$ cat config.mk
export PLATFORM = sky130hd
export DESIGN_NAME = bf_control_fsm
export DESIGN_NICKNAME = d
export VERILOG_FILES = /design/src/rtl/bf_pkg.sv /design/src/rtl/bf_decode.sv /design/src/rtl/bf_control_fsm.sv
export SDC_FILE = /design/constraint.sdc
export NUM_CORES = 1
export LEC_CHECK = 0
export BUFFER_PORTS_ARGS = -buffer_cell sky130_fd_sc_hd__buf_2
export CORE_MARGIN = 4
export CORE_UTILIZATION = 45
export DETAILED_ROUTE_END_ITERATION = 7
export GPL_ROUTABILITY_DRIVEN = 0
export PLACE_DENSITY_LB_ADDON = 0.15
export SLEW_MARGIN = 0
export SYNTH_ARGS = -nofsm -noshare
export SYNTH_HDL_FRONTEND = slang
export SYNTH_HIERARCHICAL = 1
export SYNTH_SLANG_ARGS = --single-unit
$ cat constraint.sdc
create_clock -name clock -period 4.94 [get_ports clock]
set_clock_uncertainty 0.15 [all_clocks]
set_input_delay 1.235 -clock clock [delete_from_list [all_inputs] [get_ports clock]]
set_output_delay 1.235 -clock clock [all_outputs]
set_load 0.01 [all_outputs]
$ cat src/rtl/bf_pkg.sv
// Purpose     : shared opcode bytes, controller state encoding and decoded-op layout
//               for the Brainfuck machine sequencing controller.
// Latency     : n/a (declarations only).
// Backpressure: n/a.
// Contents:
//   DEPTH_W_DEF  default width of the bracket nesting counter
//   OP_*         ASCII opcode bytes as fetched from program memory
//   bf_state_e   controller state encoding
//   bf_op_t      one-hot decoded opcode, exactly one field set per byte
package bf_pkg;

  localparam int DEPTH_W_DEF = 8;

  localparam logic [7:0] OP_INC_DP = 8'h3E;  // >
  localparam logic [7:0] OP_DEC_DP = 8'h3C;  // <
  localparam logic [7:0] OP_INC    = 8'h2B;  // +
  localparam logic [7:0] OP_DEC    = 8'h2D;  // -
  localparam logic [7:0] OP_OUT    = 8'h2E;  // .
  localparam logic [7:0] OP_IN     = 8'h2C;  // ,
  localparam logic [7:0] OP_LOOP   = 8'h5B;  // [
  localparam logic [7:0] OP_END    = 8'h5D;  // ]
  localparam logic [7:0] OP_HALT   = 8'h00;  // end of program

  typedef enum logic [2:0] {
    ST_IDLE      = 3'd0,
    ST_FETCH     = 3'd1,
    ST_EXEC      = 3'd2,
    ST_OUT       = 3'd3,
    ST_IN        = 3'd4,
    ST_SCAN_WAIT = 3'd5,
    ST_SCAN_CHK  = 3'd6,
    ST_HALT      = 3'd7
  } bf_state_e;

  // One-hot decode of an instruction byte; nop covers every byte that is
  // not a recognised opcode (comments in BF source are just NOPs).
  typedef struct packed {
    logic inc_dp;
    logic dec_dp;
    logic inc_d;
    logic dec_d;
    logic put;
    logic get;
    logic loop;
    logic loop_end;
    logic halt;
    logic nop;
  } bf_op_t;

endpackage

$ cat src/rtl/bf_decode.sv
// Purpose     : combinational ASCII byte -> one-hot opcode decode, shared by the
//               execute and bracket-scan paths of the controller.
// Latency     : 0 cycles (pure combinational).
// Backpressure: none.
// Ports:
//   instr  in   8   instruction byte at the current PC
//   op     out  10  one-hot decoded opcode (bf_op_t)
module bf_decode
  import bf_pkg::*;
(
  input  logic [7:0] instr,
  output bf_op_t     op
);

  always_comb begin
    op = '0;
    case (instr)
      OP_INC_DP: op.inc_dp   = 1'b1;
      OP_DEC_DP: op.dec_dp   = 1'b1;
      OP_INC:    op.inc_d    = 1'b1;
      OP_DEC:    op.dec_d    = 1'b1;
      OP_OUT:    op.put      = 1'b1;
      OP_IN:     op.get      = 1'b1;
      OP_LOOP:   op.loop     = 1'b1;
      OP_END:    op.loop_end = 1'b1;
      OP_HALT:   op.halt     = 1'b1;
      default:   op.nop      = 1'b1;
    endcase
  end

endmodule

$ cat src/rtl/bf_control_fsm.sv
// Purpose     : sequencing controller for the Brainfuck datapath; fetches and decodes
//               the byte at PC, drives PC/DP/cell load + DecInc selects, scans brackets.
// Latency     : 2 cycles per simple instruction, +handshake wait for '.'/',',
//               +2 cycles per scanned byte for a taken bracket.
// Backpressure: '.' holds out_valid until out_ready; ',' holds in_ready until in_valid.
//
// Optional feature macro: BF_CTRL_ERR_EN -- when defined, err is a sticky flag set on
// nesting-depth overflow or on an unmatched '[' (program end reached while scanning
// forward); when undefined, err is tied 0 and depth wraps silently.
//
// Ports:
//   clock, resetn            clock (rising edge) and async active-low reset
//   start                    one-cycle start pulse, only honoured in IDLE
//   instr                    program byte at PC, valid one cycle after PCLd/start
//   data_zero                current cell == 0, valid one cycle after DPLd/DLd
//   in_valid / in_ready      input byte handshake (',')
//   out_valid / out_ready    output byte handshake ('.')
//   PCLd, PCDecInc           PC load, 1 = PC-1, 0 = PC+1
//   DPLd, DPDecInc           data-pointer load, 1 = DP-1, 0 = DP+1
//   DLd, DDecInc, DSel       cell write, 1 = cell-1 / 0 = cell+1, DSel 1 = input byte
//   halted, err              program finished, error flag
module bf_control_fsm
  import bf_pkg::*;
#(
  parameter int DEPTH_W = DEPTH_W_DEF
) (
  input  logic clock,
  input  logic resetn,
  input  logic start,
  input  logic [7:0] instr,
  input  logic data_zero,
  input  logic in_valid,
  input  logic out_ready,
  output logic PCLd,
  output logic PCDecInc,
  output logic DPLd,
  output logic DPDecInc,
  output logic DLd,
  output logic DDecInc,
  output logic DSel,
  output logic in_ready,
  output logic out_valid,
  output logic halted,
  output logic err
);

  localparam logic [2:0] S_IDLE      = ST_IDLE;
  localparam logic [2:0] S_FETCH     = ST_FETCH;
  localparam logic [2:0] S_EXEC      = ST_EXEC;
  localparam logic [2:0] S_OUT       = ST_OUT;
  localparam logic [2:0] S_IN        = ST_IN;
  localparam logic [2:0] S_SCAN_WAIT = ST_SCAN_WAIT;
  localparam logic [2:0] S_SCAN_CHK  = ST_SCAN_CHK;
  localparam logic [2:0] S_HALT      = ST_HALT;

  localparam logic [DEPTH_W-1:0] DEPTH_ONE = DEPTH_W'(1);

  logic [2:0]         state_q, state_d;
  logic [DEPTH_W-1:0] depth_q, depth_d, depth_nxt;
  logic               dir_q, dir_d;     // 0 = forward scan, 1 = backward scan
  logic               nest, unnest;
  bf_op_t             op;

`ifdef BF_CTRL_ERR_EN
  logic err_q;
  logic err_set;
`endif

  bf_decode u_decode (
    .instr (instr),
    .op    (op)
  );

  // A backward scan walks toward the matching '[', so the bracket that opens
  // a nested level is ']' and the one that closes it is '['.
  assign nest      = dir_q ? op.loop_end : op.loop;
  assign unnest    = dir_q ? op.loop     : op.loop_end;
  assign depth_nxt = nest   ? depth_q + DEPTH_ONE :
                     unnest ? depth_q - DEPTH_ONE : depth_q;

  always_comb begin
    state_d   = state_q;
    depth_d   = depth_q;
    dir_d     = dir_q;
    PCLd      = 1'b0;
    PCDecInc  = 1'b0;
    DPLd      = 1'b0;
    DPDecInc  = 1'b0;
    DLd       = 1'b0;
    DDecInc   = 1'b0;
    DSel      = 1'b0;
    in_ready  = 1'b0;
    out_valid = 1'b0;
    halted    = 1'b0;
`ifdef BF_CTRL_ERR_EN
    err_set   = 1'b0;
`endif

    case (state_q)
      S_IDLE: begin
        if (start) state_d = S_FETCH;
      end

      // instr is not yet valid for the freshly loaded PC
      S_FETCH: state_d = S_EXEC;

      S_EXEC: begin
        case (1'b1)
          op.inc_dp, op.dec_dp: begin
            DPLd     = 1'b1;
            DPDecInc = op.dec_dp;
            PCLd     = 1'b1;
            state_d  = S_FETCH;
          end
          op.inc_d, op.dec_d: begin
            DLd     = 1'b1;
            DDecInc = op.dec_d;
            PCLd    = 1'b1;
            state_d = S_FETCH;
          end
          op.put: state_d = S_OUT;
          op.get: state_d = S_IN;
          op.loop: begin
            PCLd = 1'b1;
            if (data_zero) begin
              depth_d = DEPTH_ONE;
              dir_d   = 1'b0;
              state_d = S_SCAN_WAIT;
            end else begin
              state_d = S_FETCH;
            end
          end
          op.loop_end: begin
            PCLd = 1'b1;
            if (!data_zero) begin
              depth_d  = DEPTH_ONE;
              dir_d    = 1'b1;
              PCDecInc = 1'b1;
              state_d  = S_SCAN_WAIT;
            end else begin
              state_d = S_FETCH;
            end
          end
          op.halt: state_d = S_HALT;
          op.nop: begin
            PCLd    = 1'b1;
            state_d = S_FETCH;
          end
          default: begin
            PCLd    = 1'b1;
            state_d = S_FETCH;
          end
        endcase
      end

      S_OUT: begin
        out_valid = 1'b1;
        if (out_ready) begin
          PCLd    = 1'b1;
          state_d = S_FETCH;
        end
      end

      S_IN: begin
        in_ready = 1'b1;
        if (in_valid) begin
          DLd     = 1'b1;
          DSel    = 1'b1;
          PCLd    = 1'b1;
          state_d = S_FETCH;
        end
      end

      S_SCAN_WAIT: state_d = S_SCAN_CHK;

      S_SCAN_CHK: begin
        if (!dir_q && op.halt) begin
          // program ended inside an unmatched '['
          state_d = S_HALT;
`ifdef BF_CTRL_ERR_EN
          err_set = 1'b1;
`endif
        end
`ifdef BF_CTRL_ERR_EN
        else if (nest && (depth_q == '1)) begin
          err_set = 1'b1;
          state_d = S_HALT;
        end
`endif
        else begin
          depth_d = depth_nxt;
          PCLd    = 1'b1;
          if (depth_nxt == '0) begin
            // matched: step past the bracket in either direction
            state_d = S_FETCH;
          end else begin
            PCDecInc = dir_q;
            state_d  = S_SCAN_WAIT;
          end
        end
      end

      S_HALT: halted = 1'b1;

      default: state_d = S_IDLE;
    endcase
  end

  always_ff @(posedge clock or negedge resetn) begin
    if (!resetn) begin
      state_q <= S_IDLE;
      depth_q <= '0;
      dir_q   <= 1'b0;
    end else begin
      state_q <= state_d;
      depth_q <= depth_d;
      dir_q   <= dir_d;
    end
  end

`ifdef BF_CTRL_ERR_EN
  always_ff @(posedge clock or negedge resetn) begin
    if (!resetn) begin
      err_q <= 1'b0;
    end else if (err_set) begin
      err_q <= 1'b1;
    end
  end
  assign err = err_q;
`else
  assign err = 1'b0;
`endif

endmodule
==> impl_metrics.env <==
export IMPL_cp_num_buf_inv=7
export IMPL_clk_pin_slew_ns=0.09
export IMPL_slew_headroom_pct=63.2
export IMPL_antenna_found_initial=0
export IMPL_fillers=272
export IMPL_tightest_slew_ns=0.552
export IMPL_p_per_area_nw_per_um2=194
export IMPL_crit_slowest_cell="a311o_1"
export IMPL_required_ns=3.56
export IMPL_dr_pass1_iters=4
export IMPL_power_leakage_nw=0.726
export IMPL_total_power_uw=319
export IMPL_final_area_um2=1650
export IMPL_cts_max_level=1
export IMPL_vdd_ir_drop_max_mv=0.122
export IMPL_final_setup_tns_ns=0
export IMPL_drive_gt1_share_pct=26.9
export IMPL_run_status="finished clean"
export IMPL_routed_wl_mm=3.68
export IMPL_slew_viol_final=0
export IMPL_grt_pass1_vias=1384
export IMPL_fmax_mhz=206
export IMPL_crit_top_cell="buf_4"
export IMPL_port_buffers=23
export IMPL_slowest_delay_ns=0.33
export IMPL_grt_usage_pct=18.2
export IMPL_cts_buffers=3
export IMPL_placed_area_um2=1490
export IMPL_hold_violations=0
export IMPL_clockBufferDepth=2
export IMPL_crit_family="buffers and inverters"
export IMPL_die_w_um=62.6
export IMPL_setup_viol=0
export IMPL_yosysWarningCount=6
export IMPL_ios=25
export IMPL_cts_hold_fix_buffers=0
export IMPL_antenna_cells=0
export IMPL_worst_slack_ns=0.0760
export IMPL_num_vias=1511
export IMPL_viasPerCell=6.12
export IMPL_grt_max_degree=19
export IMPL_drt_iter0_markers=61
export IMPL_highest_layer="met4"
export IMPL_final_min_clock_period_ns=4.86
export IMPL_finalCritPeriodShare_pct=98.5
export IMPL_synth_cells=186
export IMPL_start_util_pct=47.8
export IMPL_post_drt_wl_per_cell_um=14.9
export IMPL_worstSetupPathType="in -> out"
export IMPL_crit_fanout=6
export IMPL_hold_class="reg -> reg"
export IMPL_die_y_um=62.6
export IMPL_drv_cap=0
export IMPL_cts_root_buf="clkbuf_4"
export IMPL_synth_area_um2=1340
export IMPL_dp_hpwl_mm=2.60
export IMPL_grt_pass1_wl_mm=5.86
export IMPL_layout_nets=233
export IMPL_worstPathArrival_ns=3.48
export IMPL_start_kind="input port"
export IMPL_met3_length_um=173
export IMPL_avgSynthCellArea_um2=7.21
export IMPL_rows=19
export IMPL_fin_hold_ws_ns=0.350
export IMPL_end_kind="output pin"
export IMPL_coreArea_um2=2810
export IMPL_cts_sinks=12
export IMPL_wl_met1_mm=1.55
export IMPL_area_growth_syn_to_layout_pct=22.9
export IMPL_ant_nets=0
export IMPL_critical_path_cell_chain="buf_2 -> nand2b_1 -> nor3_4 -> buf_4 -> clkdlybuf4s15_2 -> buf_4 -> buf_4 -> o211a_1 -> a311o_1 -> nand4b_1 -> nor4_2 -> buf_4 -> o31ai_2 -> buf_2"
export IMPL_insertion_delay_ns=0.29
export IMPL_cts_tree="built"
export IMPL_synth_nets=202
export IMPL_post_route_drc_count=0
export IMPL_dp_slack_ns=0.0716
export IMPL_gr_total_overflow=0
export IMPL_met2_length_mm=1.87
export IMPL_dieArea_um2=3920
-- where the power goes --
group | total (mW) | leakage [nW] | internal [mW] | switching [mW]
sequential | 0.125 | 0.160 | 0.107 | 0.0184
combinational | 0.108 | 0.545 | 0.0495 | 0.0581
clock | 0.0863 | 0.0210 | 0.0449 | 0.0414
-- through the flow --
stage / cells / util (%)
after floorplan: 186 / -
after global placement: 235 / 53.0
after detailed placement: 235 / 53.0
after CTS: 239 / 54.3
after global routing: 247 / 58.8
final: 247 / 58.8
-- final cells by class --
| class | instances | area (um2) | area share, % |
|---|---|---|---|
| multi-input cells | 154 | 1000 | 60.7 |
| clock buffers | 4 | 36.3 | 2.20 |
| repair buffers | 39 | 246 | 14.9 |
| inverters | 7 | 26.3 | 1.59 |
| flip-flops and latches | 12 | 300 | 18.2 |
| well taps | 31 | 38.8 | 2.35 |
-- worst register-to-register path, cell delays in order (launching register included) --
cell,delay (ns)
dfrtp_1,0.53
inv_1,0.08
ha_1,0.38
nor3b_1,0.28
o211a_1,0.19
a311o_1,0.13
nand4b_1,0.13
nor4_2,0.24
buf_4,0.16
o21ai_1,0.06
-- flip-flops by register name, indices dropped and copies added (netlist names) --
name     cells
depth_q      8
dir_q        1
state_q      3
-- layout by cell type (no fill, tap or decap), drive strengths merged, types with 4 or more instances in the layout --
| cell | count |
|---|---|
| nand2 | 17 |
| nand3 | 6 |
| nand2b | 5 |
| buf | 38 |
| inv | 7 |
| nor2 | 21 |
| dfrtp | 12 |
| a21oi | 8 |
| nand4 | 4 |
| clkbuf | 4 |
| nor3 | 8 |
| o21ai | 16 |
| nor3b | 5 |
| nor2b | 4 |
| o31ai | 4 |
| or4 | 4 |
-- per-layer routing --
layer	global-route usage [%]	vias to the layer above
met5	0	-
met4	10.5	0
met3	2.34	8
met2	31.4	55
met1	21.4	705
li1	-	743
-- repair_timing --
action                                  in CTS  in global routing
endpoints found under the setup margin       0                  1
buffers inserted                             0                  7
resized for setup                            0                 13
-- worst paths after layout --
path	startpoint	to	slack [ns]	depth (start not counted)
setup / recovery	instr[1]	PCDecInc	0.08	14
hold / removal	depth_q[7]	depth_q[7]	0.35	1
setup reg to reg	depth_q[0]	state_q[2]	2.51	9
hold reg to reg	depth_q[7]	depth_q[7]	0.35	1
max in group asynchronous	resetn	depth_q[0]	3.74	1
min in group asynchronous	resetn	depth_q[6]	0.67	1
No activity file was read; power rests on OpenSTA's default activity.
